**src/rtl/vga_timing_pkg.sv**
```systemverilog
// ---------------------------------------------------------------------------
// vga_timing_pkg
// Shared raster timing for the scan compositor. It holds the default
// 800x600@72Hz timing, the derived line/frame totals and the sync-window
// bounds, plus the 12-bit colour type used on the pixel path.
// There are no ports. Optional feature macro used by importers: VGA_BORDER_EN.
// ---------------------------------------------------------------------------
package vga_timing_pkg;

   localparam int unsigned CNT_W = 11;

   // Helpers keep the derived values consistent when a module overrides timing
   function automatic int unsigned line_total(input int unsigned vis, input int unsigned front,
                                              input int unsigned sync, input int unsigned back);
      return vis + front + sync + back;
   endfunction

   function automatic int unsigned sync_start(input int unsigned vis, input int unsigned front);
      return vis + front;
   endfunction

   function automatic int unsigned sync_end(input int unsigned vis, input int unsigned front,
                                            input int unsigned sync);
      return vis + front + sync - 1;
   endfunction

   localparam int unsigned DEF_H_VISIBLE = 800;
   localparam int unsigned DEF_H_FRONT   = 56;
   localparam int unsigned DEF_H_SYNC    = 120;
   localparam int unsigned DEF_H_BACK    = 64;
   localparam int unsigned DEF_V_VISIBLE = 600;
   localparam int unsigned DEF_V_FRONT   = 37;
   localparam int unsigned DEF_V_SYNC    = 6;
   localparam int unsigned DEF_V_BACK    = 23;

   localparam int unsigned H_TOTAL = line_total(DEF_H_VISIBLE, DEF_H_FRONT, DEF_H_SYNC, DEF_H_BACK);
   localparam int unsigned V_TOTAL = line_total(DEF_V_VISIBLE, DEF_V_FRONT, DEF_V_SYNC, DEF_V_BACK);

   localparam int unsigned H_SYNC_START = sync_start(DEF_H_VISIBLE, DEF_H_FRONT);
   localparam int unsigned H_SYNC_END   = sync_end(DEF_H_VISIBLE, DEF_H_FRONT, DEF_H_SYNC);
   localparam int unsigned V_SYNC_START = sync_start(DEF_V_VISIBLE, DEF_V_FRONT);
   localparam int unsigned V_SYNC_END   = sync_end(DEF_V_VISIBLE, DEF_V_FRONT, DEF_V_SYNC);

   typedef struct packed {
      logic [3:0] r;
      logic [3:0] g;
      logic [3:0] b;
   } rgb12_t;

endpackage

```
**src/rtl/vga_sync_counter.sv**
```systemverilog
// ---------------------------------------------------------------------------
// vga_sync_counter
// Raster position counters plus the combinational timing flags derived from
// them.
//   clk           pixel clock
//   reset         asynchronous, active-low
//   o_hCount      horizontal position, 0..H_TOTAL-1
//   o_vCount      vertical position, 0..V_TOTAL-1 (advances on line wrap)
//   o_visible     position lies in the visible window
//   o_hSyncRaw    position lies in the horizontal sync window (active high)
//   o_vSyncRaw    position lies in the vertical sync window (active high)
//   o_frameTick   one-clock pulse at the start of vertical blank
// ---------------------------------------------------------------------------
module vga_sync_counter
   import vga_timing_pkg::*;
#(
   parameter int unsigned H_VISIBLE = DEF_H_VISIBLE,
   parameter int unsigned H_FRONT   = DEF_H_FRONT,
   parameter int unsigned H_SYNC    = DEF_H_SYNC,
   parameter int unsigned H_BACK    = DEF_H_BACK,
   parameter int unsigned V_VISIBLE = DEF_V_VISIBLE,
   parameter int unsigned V_FRONT   = DEF_V_FRONT,
   parameter int unsigned V_SYNC    = DEF_V_SYNC,
   parameter int unsigned V_BACK    = DEF_V_BACK
)(
   input  logic             clk,
   input  logic             reset,
   output logic [CNT_W-1:0] o_hCount,
   output logic [CNT_W-1:0] o_vCount,
   output logic             o_visible,
   output logic             o_hSyncRaw,
   output logic             o_vSyncRaw,
   output logic             o_frameTick
);

   localparam logic [CNT_W-1:0] C_H_LAST = CNT_W'(line_total(H_VISIBLE, H_FRONT, H_SYNC, H_BACK) - 1);
   localparam logic [CNT_W-1:0] C_V_LAST = CNT_W'(line_total(V_VISIBLE, V_FRONT, V_SYNC, V_BACK) - 1);
   localparam logic [CNT_W-1:0] C_H_VIS  = CNT_W'(H_VISIBLE);
   localparam logic [CNT_W-1:0] C_V_VIS  = CNT_W'(V_VISIBLE);
   localparam logic [CNT_W-1:0] C_HS_BEG = CNT_W'(sync_start(H_VISIBLE, H_FRONT));
   localparam logic [CNT_W-1:0] C_HS_END = CNT_W'(sync_end(H_VISIBLE, H_FRONT, H_SYNC));
   localparam logic [CNT_W-1:0] C_VS_BEG = CNT_W'(sync_start(V_VISIBLE, V_FRONT));
   localparam logic [CNT_W-1:0] C_VS_END = CNT_W'(sync_end(V_VISIBLE, V_FRONT, V_SYNC));

   logic [CNT_W-1:0] r_hCount;
   logic [CNT_W-1:0] r_vCount;
   logic             w_hWrap;
   logic             w_vWrap;

   assign w_hWrap = (r_hCount == C_H_LAST);
   assign w_vWrap = (r_vCount == C_V_LAST);

   always_ff @(posedge clk or negedge reset) begin
      if (!reset) begin
         r_hCount <= '0;
         r_vCount <= '0;
      end else if (w_hWrap) begin
         r_hCount <= '0;
         r_vCount <= w_vWrap ? '0 : r_vCount + CNT_W'(1);
      end else begin
         r_hCount <= r_hCount + CNT_W'(1);
      end
   end

   assign o_hCount   = r_hCount;
   assign o_vCount   = r_vCount;
   assign o_visible  = (r_hCount < C_H_VIS) && (r_vCount < C_V_VIS);
   assign o_hSyncRaw = (r_hCount >= C_HS_BEG) && (r_hCount <= C_HS_END);
   assign o_vSyncRaw = (r_vCount >= C_VS_BEG) && (r_vCount <= C_VS_END);

   // Gated by reset so the widget enable can never fire while held in reset
   assign o_frameTick = reset && (r_hCount == '0) && (r_vCount == C_V_VIS);

endmodule

```
**src/rtl/vga_scan_compositor.sv**
```systemverilog
// ---------------------------------------------------------------------------
// vga_scan_compositor
// Raster generator and widget compositor. Publishes the live scan position to
// the widgets, resolves their yes flags by lowest-lane priority over the
// background, and registers colour, sync and blank for the DAC pins, one
// clock behind X/Y.
//   clk, reset                 pixel clock; asynchronous active-low reset
//   X, Y                       current scan position (unregistered)
//   frameTick                  one-clock pulse per frame (widget enable)
//   widgetYes[N_WIDGETS]       per-lane hit flags for current X/Y
//   widgetRGB[12*N_WIDGETS]    per-lane {r,g,b}, lane i at [12i+11:12i]
//   bgRed/bgGreen/bgBlue       background colour
//   red/green/blue             registered pixel colour
//   hSync, vSync, blank        registered timing outputs
// Optional feature: define VGA_BORDER_EN to force a white 1-pixel frame
// around the visible area, above all widgets and the background.
// ---------------------------------------------------------------------------
module vga_scan_compositor
   import vga_timing_pkg::*;
#(
   parameter int unsigned N_WIDGETS = 4,
   parameter int unsigned H_VISIBLE = DEF_H_VISIBLE,
   parameter int unsigned H_FRONT   = DEF_H_FRONT,
   parameter int unsigned H_SYNC    = DEF_H_SYNC,
   parameter int unsigned H_BACK    = DEF_H_BACK,
   parameter int unsigned V_VISIBLE = DEF_V_VISIBLE,
   parameter int unsigned V_FRONT   = DEF_V_FRONT,
   parameter int unsigned V_SYNC    = DEF_V_SYNC,
   parameter int unsigned V_BACK    = DEF_V_BACK,
   parameter int unsigned SYNC_POL  = 1
)(
   input  logic                    clk,
   input  logic                    reset,
   output logic [CNT_W-1:0]        X,
   output logic [CNT_W-1:0]        Y,
   output logic                    frameTick,
   input  logic [N_WIDGETS-1:0]    widgetYes,
   input  logic [12*N_WIDGETS-1:0] widgetRGB,
   input  logic [3:0]              bgRed,
   input  logic [3:0]              bgGreen,
   input  logic [3:0]              bgBlue,
   output logic [3:0]              red,
   output logic [3:0]              green,
   output logic [3:0]              blue,
   output logic                    hSync,
   output logic                    vSync,
   output logic                    blank
);

   localparam logic C_ACT = (SYNC_POL != 0);

   logic [CNT_W-1:0] w_hCount;
   logic [CNT_W-1:0] w_vCount;
   logic             w_visible;
   logic             w_hSyncRaw;
   logic             w_vSyncRaw;
   logic             w_hit;
   rgb12_t           w_pix;

   rgb12_t           r_pix;
   logic             r_hSync;
   logic             r_vSync;
   logic             r_blank;

   vga_sync_counter #(
      .H_VISIBLE (H_VISIBLE),
      .H_FRONT   (H_FRONT),
      .H_SYNC    (H_SYNC),
      .H_BACK    (H_BACK),
      .V_VISIBLE (V_VISIBLE),
      .V_FRONT   (V_FRONT),
      .V_SYNC    (V_SYNC),
      .V_BACK    (V_BACK)
   ) u_sync_counter (
      .clk         (clk),
      .reset       (reset),
      .o_hCount    (w_hCount),
      .o_vCount    (w_vCount),
      .o_visible   (w_visible),
      .o_hSyncRaw  (w_hSyncRaw),
      .o_vSyncRaw  (w_vSyncRaw),
      .o_frameTick (frameTick)
   );

   assign X = w_hCount;
   assign Y = w_vCount;

`ifdef VGA_BORDER_EN
   localparam logic [CNT_W-1:0] C_H_EDGE = CNT_W'(H_VISIBLE - 1);
   localparam logic [CNT_W-1:0] C_V_EDGE = CNT_W'(V_VISIBLE - 1);

   logic w_border;
   assign w_border = (w_hCount == '0) || (w_hCount == C_H_EDGE) ||
                     (w_vCount == '0) || (w_vCount == C_V_EDGE);
`endif

   // Lowest lane wins: once a hit is latched in w_hit, higher lanes are ignored
   always_comb begin
      w_pix = {bgRed, bgGreen, bgBlue};
      w_hit = 1'b0;
      for (int unsigned i = 0; i < N_WIDGETS; i++) begin
         if (widgetYes[i] && !w_hit) begin
            w_pix = widgetRGB[12*i +: 12];
            w_hit = 1'b1;
         end
      end
`ifdef VGA_BORDER_EN
      if (w_border) begin
         w_pix = 12'hFFF;
      end
`endif
      if (!w_visible) begin
         w_pix = '0;
      end
   end

   always_ff @(posedge clk or negedge reset) begin
      if (!reset) begin
         r_pix   <= '0;
         r_blank <= 1'b1;
         r_hSync <= !C_ACT;
         r_vSync <= !C_ACT;
      end else begin
         r_pix   <= w_pix;
         r_blank <= !w_visible;
         r_hSync <= w_hSyncRaw ? C_ACT : !C_ACT;
         r_vSync <= w_vSyncRaw ? C_ACT : !C_ACT;
      end
   end

   assign red   = r_pix.r;
   assign green = r_pix.g;
   assign blue  = r_pix.b;
   assign hSync = r_hSync;
   assign vSync = r_vSync;
   assign blank = r_blank;

endmodule

```
**config.mk**
```make
export PLATFORM = sky130hd
export DESIGN_NAME = vga_scan_compositor
export DESIGN_NICKNAME = d
export VERILOG_FILES = /design/src/rtl/vga_timing_pkg.sv /design/src/rtl/vga_sync_counter.sv /design/src/rtl/vga_scan_compositor.sv
export SDC_FILE = /design/constraint.sdc
export NUM_CORES = 1
export LEC_CHECK = 0
export ABC_AREA = 1
export CORE_UTILIZATION = 44
export DETAILED_ROUTE_END_ITERATION = 8
export GPL_ROUTABILITY_DRIVEN = 0
export GPL_TIMING_DRIVEN = 0
export PLACE_DENSITY = 0.85
export SYNTH_ARGS = -nofsm -noshare
export SYNTH_HDL_FRONTEND = slang
export SYNTH_SLANG_ARGS = --single-unit
```
**constraint.sdc**
```tcl
create_clock -name clk -period 1.5 [get_ports clk]
set_input_delay 0.15 -clock clk [delete_from_list [all_inputs] [get_ports clk]]
set_output_delay 0.15 -clock clk [all_outputs]
set_load 0.01 [all_outputs]
```
== Word level (Yosys, flattened, before mapping) ==
Cells that the tools add are included.
Operators by class
  muxes and demuxes: 12
  eq/ne operators: 3
  reduce and logical (&&, ||, !) cells: 13
  $add $sub $neg: 2
  order comparisons: 6
Operators with widths (number)
  12-bit two-way mux: 5
  11-bit by 1-bit adder with 11-bit output, second input constant: 2
  11-bit by 10-bit equality test with 1-bit output, second input constant: 2
  11-bit by 10-bit >= comparator with 1-bit output, second input constant: 2
  11-bit by 10-bit less-or-equal comparator with 1-bit output, second input constant: 2
  11-bit by 10-bit less-than comparator with 1-bit output, second input constant: 2
  11-bit two-way mux: 2
  11-bit equality test, second input constant: 1
  11-bit logical NOT: 1
  1-bit logical AND: 8
  1-bit two-way mux: 5
  1-bit logical NOT: 4
Storage, ports and cells
  register bits: 37
  word-level logic and storage cells: 44
  output and inout port bits: 38
  input bits: 66

== Depth between registers and ports, before layout ==
Gate-level depths: netlist of the first run.
  depth in word-level cells: 11
  depth in mapped cells: 9
  gate-level depth less buffers: 8

== By module ==
Synthesis of the first run repeated with hierarchy kept, for this count alone.
Second synthesis, totals
  cells, all modules: 352
  area, all modules: 2499.9 um^2
By module, submodules not included
  vga_sync_counter: instances 1, sequential area each 550.5 um^2, cells each 201, area each 1445.1 um^2
  vga_scan_compositor: instances 1, sequential area each 376.6 um^2, cells each 151, area each 1054.8 um^2

== Worst setup path after synthesis of the first run ==
No wires, ideal clock.
  kind: reg-to-reg
  from: register u_sync_counter.r_hCount[0] (netlist: u_sync_counter.o_hCount[0])
  to: register u_sync_counter.r_vCount[0] (netlist: u_sync_counter.o_vCount[0])
  stages on the path, launching flop included: 8
  slack: 0.035 ns
  data arrival time: 1.336 ns
  data required time: 1.372 ns
  cell sequence: dfrtp_1 -> ha_1 -> nand2_2 -> clkinv_2 -> nand2_4 -> nor3_4 -> buf_6 -> o21ai_0
Between the ends
  cells in the longest elaborated chain, start to end: 1
Ends and longest elaborated chain
  from (decl): RTL line vga_sync_counter.sv:45  | logic [CNT_W-1:0] r_hCount;
  from (signal assigned): RTL line vga_sync_counter.sv:61  | r_hCount <= r_hCount + CNT_W'(1);
  11-bit equality test: RTL line vga_sync_counter.sv:50  | assign w_hWrap = (r_hCount == C_H_LAST);
  to (signal assigned): RTL line vga_sync_counter.sv:59  | r_vCount <= w_vWrap ? '0 : r_vCount + CNT_W'(1);
  to (decl): RTL line vga_sync_counter.sv:46  | logic [CNT_W-1:0] r_vCount;
No other way between the ends.
A chain may end at the register's enable or synchronous reset.

== Final worst setup path of the first run ==
  from: register u_sync_counter.r_vCount[8] (netlist: u_sync_counter.o_vCount[8])
  to: output frameTick
Between the ends
  cells in the longest elaborated chain, start to end: 2
Ends and longest elaborated chain
  11-bit by 10-bit equality test with 1-bit output: RTL line vga_sync_counter.sv:72  | assign o_frameTick = reset && (r_hCount == '0) && (r_vCount == C_V_VIS);
  1-bit logical AND: RTL line vga_sync_counter.sv:72
  to (decl): RTL line vga_scan_compositor.sv:36  | output logic frameTick,
No other way between the ends.

==> flow_summary.ini, run 1 <==
[outcome]
outcome = finished, violations left
violations = negative hold slack, negative setup slack

[route]
via_per_inst = 5.03
drc_errors = 0
first_pass_iters = 5
vias = 2953
wl_um = 7260
final_antenna_net_count = 0
drt_iter0_drc = 174
detail_route.wl_per_cell_um = 12.4

[cells_and_area]
drive_gt1_share_pct = 13.8
areaGrowthSynthToFinish_pct = 52.4
fin_nets = 585
final_core_utilization_pct = 70.8
layout_common_cells = nand2_1, clkdlybuf4s50_1, inv_1
instances_no_fill = 587
diodes = 0
final_common_cell = nand2_1

[die]
die_area_mm2 = 0.00623
fp.dieH_um = 79.0
pin_count = 104
fp.dieW_um = 79.0
start_util_pct = 46.5
fp-row-count = 27
coreArea_mm2 = 0.00561

[power]
intPower_mw = 1.84
combPwrFrac_pct = 18.3
p_seq_share_pct = 43.8
p_per_area_mw_per_mm2 = 600
switchingPower_mw = 0.545
ir_drop_v = 0.000332
power_frac_clock_pct = 37.9
swShare_pct = 22.9
p_leak_nw = 1.94

[timing]
timing.final.crit_share_pct = 106
relSlewSlack_pct = 68.9
finalSetupViolCount = 1
tns_ps = -89.7
rsz0062_at_grt = true
finalWorstSetupSlack_ps = -89.7
min_period_ps = 1590
skew_ps = 6.11
hold_viol_final = 36
hold_slack_ps = -197
final_max_slew_viol_count = 0
tightest_slew_ps = 466
fmax_mhz = 629

[clock_network]
cts-root-buf = clkbuf_8
path_clk_slew_ps = 80
cts_tree = built
htree_levels = 2
cts_buffer_depth = 2
clock-sinks = 37
cts_buffers = 5
clk_latency_ps = 300

[hold_path]
hp-class = primary input to async pin

[critical_path]
critPathRequiredTime_ps = 1350
path_cells = inv_1 > nand2_1 > nor2_2 > nand2_1 > nor2_2 > buf_2
worstSetupStartpointType = register
reg2regPathDepth = 9
crit_path_end = frameTick
r2r_slack_ps = 10
critPathLaunch = u_sync_counter.o_vCount[8]
cp.arrival_ps = 1440
slowest_stage = dfrtp_2
path_max_fanout = 7
reg2reg_to = u_sync_counter.o_vCount[7]
worst_r2r_startpoint = u_sync_counter.o_hCount[0]
critPathKind = register to output port
cpPeakStageDelay_ps = 450
end_kind = output port

[logic_synthesis]
syn_inst = 396
postSynthAreaPerCell_um2 = 6.58
synth.distinct_cells = 27
yosysWarnings = 0
ys_seq_area_share_pct = 35.6
synthesis.area_mm2 = 0.00261
synth_seq_cells = 37
synthesis.nets = 467

[job]
max-cap-violations = 0

[placement]
dp_slack_ps = -482
dp_hpwl_um = 5680
port_buffers = 103
dpl.cell_count = 571

[global_route]
grt_pass1_wl_um = 12000
grt_max_degree = 39
grt_overflow = 0
antenna_found_initial = 0
gr-usage-all-layers_pct = 24.2
first_global_vias = 2903
## power by group through the flow
| stage | registers, mW | logic [mW] | clock network [mW] |
|---|---|---|---|
| final | 1.04 | 0.436 | 0.902 |
| after global routing | 1.04 | 0.484 | 0.949 |
| after CTS | 1.04 | 0.441 | 0.909 |
| after detailed placement | 1.06 | 0.439 | 0 |
| after global placement | 1.06 | 0.434 | 0 |
| after floorplan | 1.08 | 0.122 | 0 |
## cells in the mapped netlist
cell	count	share of area [%]
a21oi_1	8	1.5
buf_2	6	1.2
buf_6	2	0.86
clkbuf_1	4	0.58
clkbuf_2	1	0.19
clkinv_2	1	0.19
dfrtp_1	36	35
dfstp_2	1	1.0
ha_1	5	2.4
inv_1	71	10
nand2_1	109	16
nand2_2	1	0.24
nand2_4	1	0.43
nand3_1	32	6.1
nand3_2	2	0.77
nand3b_1	2	0.58
nand4_1	9	2.2
nor2_1	41	5.9
nor2_4	1	0.43
nor3_1	7	1.3
nor3_4	1	0.62
o211ai_1	11	3.2
o21ai_0	22	4.2
o21ai_1	4	0.77
or2_0	8	1.9
or2_2	5	1.2
xor2_1	5	1.7
## worst min-delay path by stage
stage,to,cells past startpoint
finish,u_sync_counter.o_hCount[4],1
global route,u_sync_counter.o_vCount[9],1
CTS,hSync,1
detailed placement,hSync,1
global placement,u_sync_counter.o_hCount[0],1
floorplan,blue[0],0
## area by class of cell
class | instances | area [µm²]
Buffer | 13 | 78.8
Sequential cell | 37 | 938
Clock buffer | 7 | 86.3
Inverter | 72 | 272
Fill cell | 462 | 1640
Clock inverter | 1 | 30.0
Multi-Input combinational cell | 274 | 1390
Tap cell | 72 | 90.1
Timing Repair Buffer | 111 | 1090
## worst max-delay path, delay by kind of cell (launching register included)
kind | cells | cell delay (ps)
buf+inv | 2 | 230
simple gates | 4 | 460
flops | 1 | 450
## metal layers
layer	wire (µm)	up-vias	share of wire [%]	track usage [%]
met5	0	-	0	0
met4	181	0	2.5	11.3
met3	676	25	9.3	6.55
met2	3760	161	52	45.7
met1	2640	1299	36	24.2
li1	-	1468	-	-
## kinds of logic after synthesis
| logic type | after synthesis | synth area share [%] |
|---|---|---|
| xor+xnor | 5 | 1.68 |
| flops | 37 | 35.6 |
| fa+ha+maj | 5 | 2.40 |
| compound gates | 45 | 9.70 |
| buf+inv | 85 | 13.2 |
| simple gates | 219 | 37.4 |
## per-stage QoR
step / instance area [µm²] / power [mW]
final: 3970 / 2.38
after global routing: 3970 / 2.48
after floorplan: 2610 / 1.20
after global placement: 3730 / 1.49
after detailed placement: 3720 / 1.50
after CTS: 3910 / 2.39
## state kept, by name, indices dropped and copies added, names as in the netlist
register / count
u_sync_counter.o_hCount: 11
u_sync_counter.o_vCount: 11
blue: 4
green: 4
red: 4
blank: 1
hSync: 1
vSync: 1
## what timing repair did
item,4_1_cts,5_1_grt
setup buffers,7,1
pin swaps,6,5
resized for setup,24,23
endpoints found under the hold margin,36,36
setup endpoints to repair,29,35
(Power assumes the default switching activity.)
==> run 2, diff against run 1 <==
--- a/config.mk
+++ b/config.mk
@@ -6,11 +6,13 @@
 export NUM_CORES = 1
 export LEC_CHECK = 0
 export ABC_AREA = 1
+export CORE_MARGIN = 8
 export CORE_UTILIZATION = 44
 export DETAILED_ROUTE_END_ITERATION = 8
 export GPL_ROUTABILITY_DRIVEN = 0
 export GPL_TIMING_DRIVEN = 0
 export PLACE_DENSITY = 0.85
+export SKIP_CTS_REPAIR_TIMING = 1
 export SYNTH_ARGS = -nofsm -noshare
 export SYNTH_HDL_FRONTEND = slang
 export SYNTH_SLANG_ARGS = --single-unit
==> constraint.sdc (replaced) <==
create_clock -name clk -period 1.5 [get_ports clk]
set_input_delay 0.15 -clock clk [delete_from_list [all_inputs] [get_ports clk]]
set_output_delay 0.15 -clock clk [all_outputs]
set_load 0.02 [all_outputs]
==> run 2 against run 1 <==
- the run still ends with negative hold slack, negative setup slack left
- die area grew 39%
- sequential power is essentially flat
- global-route usage shrank 5.8 points
- register-to-register slack lost 40 ps
- maximum frequency shrank 1.4%
- critical path depth is the same
- clock skew grew 1.8 ps
- count of clock-buffer cells in the layout shrank 2
- core utilization shrank 1.2 points
- clock power grew 13%
- first-iteration DRC count shrank 45%
- critical path type unchanged
- largest cell class unchanged
- largest power group unchanged
==> flow_summary.ini, run 2 (synthesis results as in run 1) <==
[outcome]
outcome = finished, violations left
violations = negative hold slack, negative setup slack

[critical_path]
cp_top_family = simple AND/OR/NAND/NOR gates
reg2regPathDepth = 9
r2r_slack_ps = -30
path_cells = inv_1 > nand2_1 > nor2_2 > nand2_1 > nor2_2 > buf_6
slowest_stage = dfrtp_2
reg2reg_to = u_sync_counter.o_vCount[3]
worst_r2r_startpoint = u_sync_counter.o_hCount[0]
critPathRequiredTime_ps = 1350
cp.arrival_ps = 1460
cpPeakStageDelay_ps = 440
critPathKind = register to output port
end_kind = output port
path_max_fanout = 4
path_buf_inv = 2
worstSetupStartpointType = register

[global_route]
gr-usage-met3_pct = 9.95
grt-busiest-layer = met2
antenna_found_initial = 0
first_global_vias = 2936
grt_overflow = 0
grt_pass1_wl_um = 13200
grt_use_met1_pct = 19.2
use_met2_pct = 30.4
grt_max_degree = 39
gr-usage-all-layers_pct = 18.4

[clock_network]
cts-root-buf = clkbuf_8
clock-sinks = 37
cts_buffer_depth = 2
htree_levels = 2
cts_buffers = 5
cts_tree = built
path_clk_slew_ps = 70
clk_latency_ps = 290

[power]
combPwrFrac_pct = 18.4
p_total_mw = 2.52
ir_drop_v = 0.000428
p_seq_share_pct = 41.3
swShare_pct = 22.5
power_frac_clock_pct = 40.3
intPower_mw = 1.95
p_leak_nw = 2.17
switchingPower_mw = 0.568
p_per_area_mw_per_mm2 = 623

[route]
final_antenna_net_count = 0
drt_iter0_drc = 96
via_per_inst = 5.04
first_pass_iters = 5
drc_errors = 0
wl_um = 8100
vias = 2992
detail_route.wl_per_cell_um = 13.6

[cells_and_area]
num-fill-cells = 470
areaGrowthSynthToFinish_pct = 55.4
final_common_cell = nand2_1
drive_gt1_share_pct = 14.1
diodes = 0
layout_common_cells = nand2_1, clkdlybuf4s50_1, inv_1
fin_nets = 589
multiInputGateArea_mm2 = 0.00138
seqCellArea_um2 = 938

[timing]
hold_slack_ps = -151
rsz0062_at_grt = true
relSlewSlack_pct = 66.8
hold_viol_final = 36
skew_ps = 7.88
timing.final.crit_share_pct = 107
finalWorstSetupSlack_ps = -112
min_period_ps = 1610
finalSetupViolCount = 8
fmax_mhz = 620
final_max_slew_viol_count = 0
tightest_slew_ps = 499

[placement]
dp_slack_ps = -608
dp_hpwl_um = 6330
port_buffers = 103

[hold_path]
hp-class = primary input to async pin

[die]
coreArea_mm2 = 0.00582
fp.dieW_um = 93.0
fp.dieH_um = 93.0
fp-row-count = 28
start_util_pct = 44.8
die_area_mm2 = 0.00864
pin_count = 104

[job]
max-cap-violations = 0
[run 2: changes by cell type in the layout (fill, tap and decap cells not counted), moves of 3 or more]
cell / delta
buf_4: +3
ha_2: -3
clkdlybuf4s50_1: -10
dlygate4sd2_1: -3
dlymetal6s2s_1: +12
[run 2: power by group through the flow]
stage | clock [mW] | combinational [mW] | sequential [mW]
2_1_floorplan | 0 | 0.122 | 1.11
3_3_place_gp | 0 | 0.464 | 1.06
3_5_place_dp | 0 | 0.471 | 1.06
4_1_cts | 1.04 | 0.472 | 1.04
5_1_grt | 1.08 | 0.516 | 1.05
6_report | 1.02 | 0.465 | 1.04
[run 2: metal layers]
layer | vias to the layer above | routed length [µm]
li1 | 1479 | -
met1 | 1330 | 2970
met2 | 159 | 3860
met3 | 24 | 1080
met4 | 0 | 197
met5 | - | 0
[run 2: final cells by class]
cell class | instances | share of cell area (%)
tap | 75 | 2.32
clock inverter | 3 | 1.61
clock buffer | 5 | 1.70
sequential | 37 | 23.2
timing repair buffer | 115 | 28.5
inverter | 72 | 6.70
multi-input combinational | 274 | 34.1
buffer | 13 | 1.95
[run 2: through the flow]
stage / util, % / TNS (ps) / std cells / area, µm²
2_1_floorplan: - / 0 / 396 / 2610
3_3_place_gp: 64.2 / -24720 / 574 / 3740
3_5_place_dp: 64.2 / -3750 / 574 / 3730
4_1_cts: 66.5 / -2580 / 582 / 3860
5_1_grt: 69.7 / -1680 / 594 / 4050
6_report: 69.7 / -236 / 594 / 4050
[run 2: how the worst max path moves through the flow]
stage / from / endpoint / slack [ps] / depth (start not counted)
final: u_sync_counter.o_vCount[7] / frameTick / -110 / 6
after global placement: reset / frameTick / -1600 / 6
after global routing: u_sync_counter.o_vCount[0] / frameTick / -200 / 6
after CTS: u_sync_counter.o_hCount[4] / frameTick / -700 / 6
after detailed placement: reset / frameTick / -610 / 6
after floorplan: u_sync_counter.o_hCount[0] / u_sync_counter.o_vCount[0] / 40 / 7
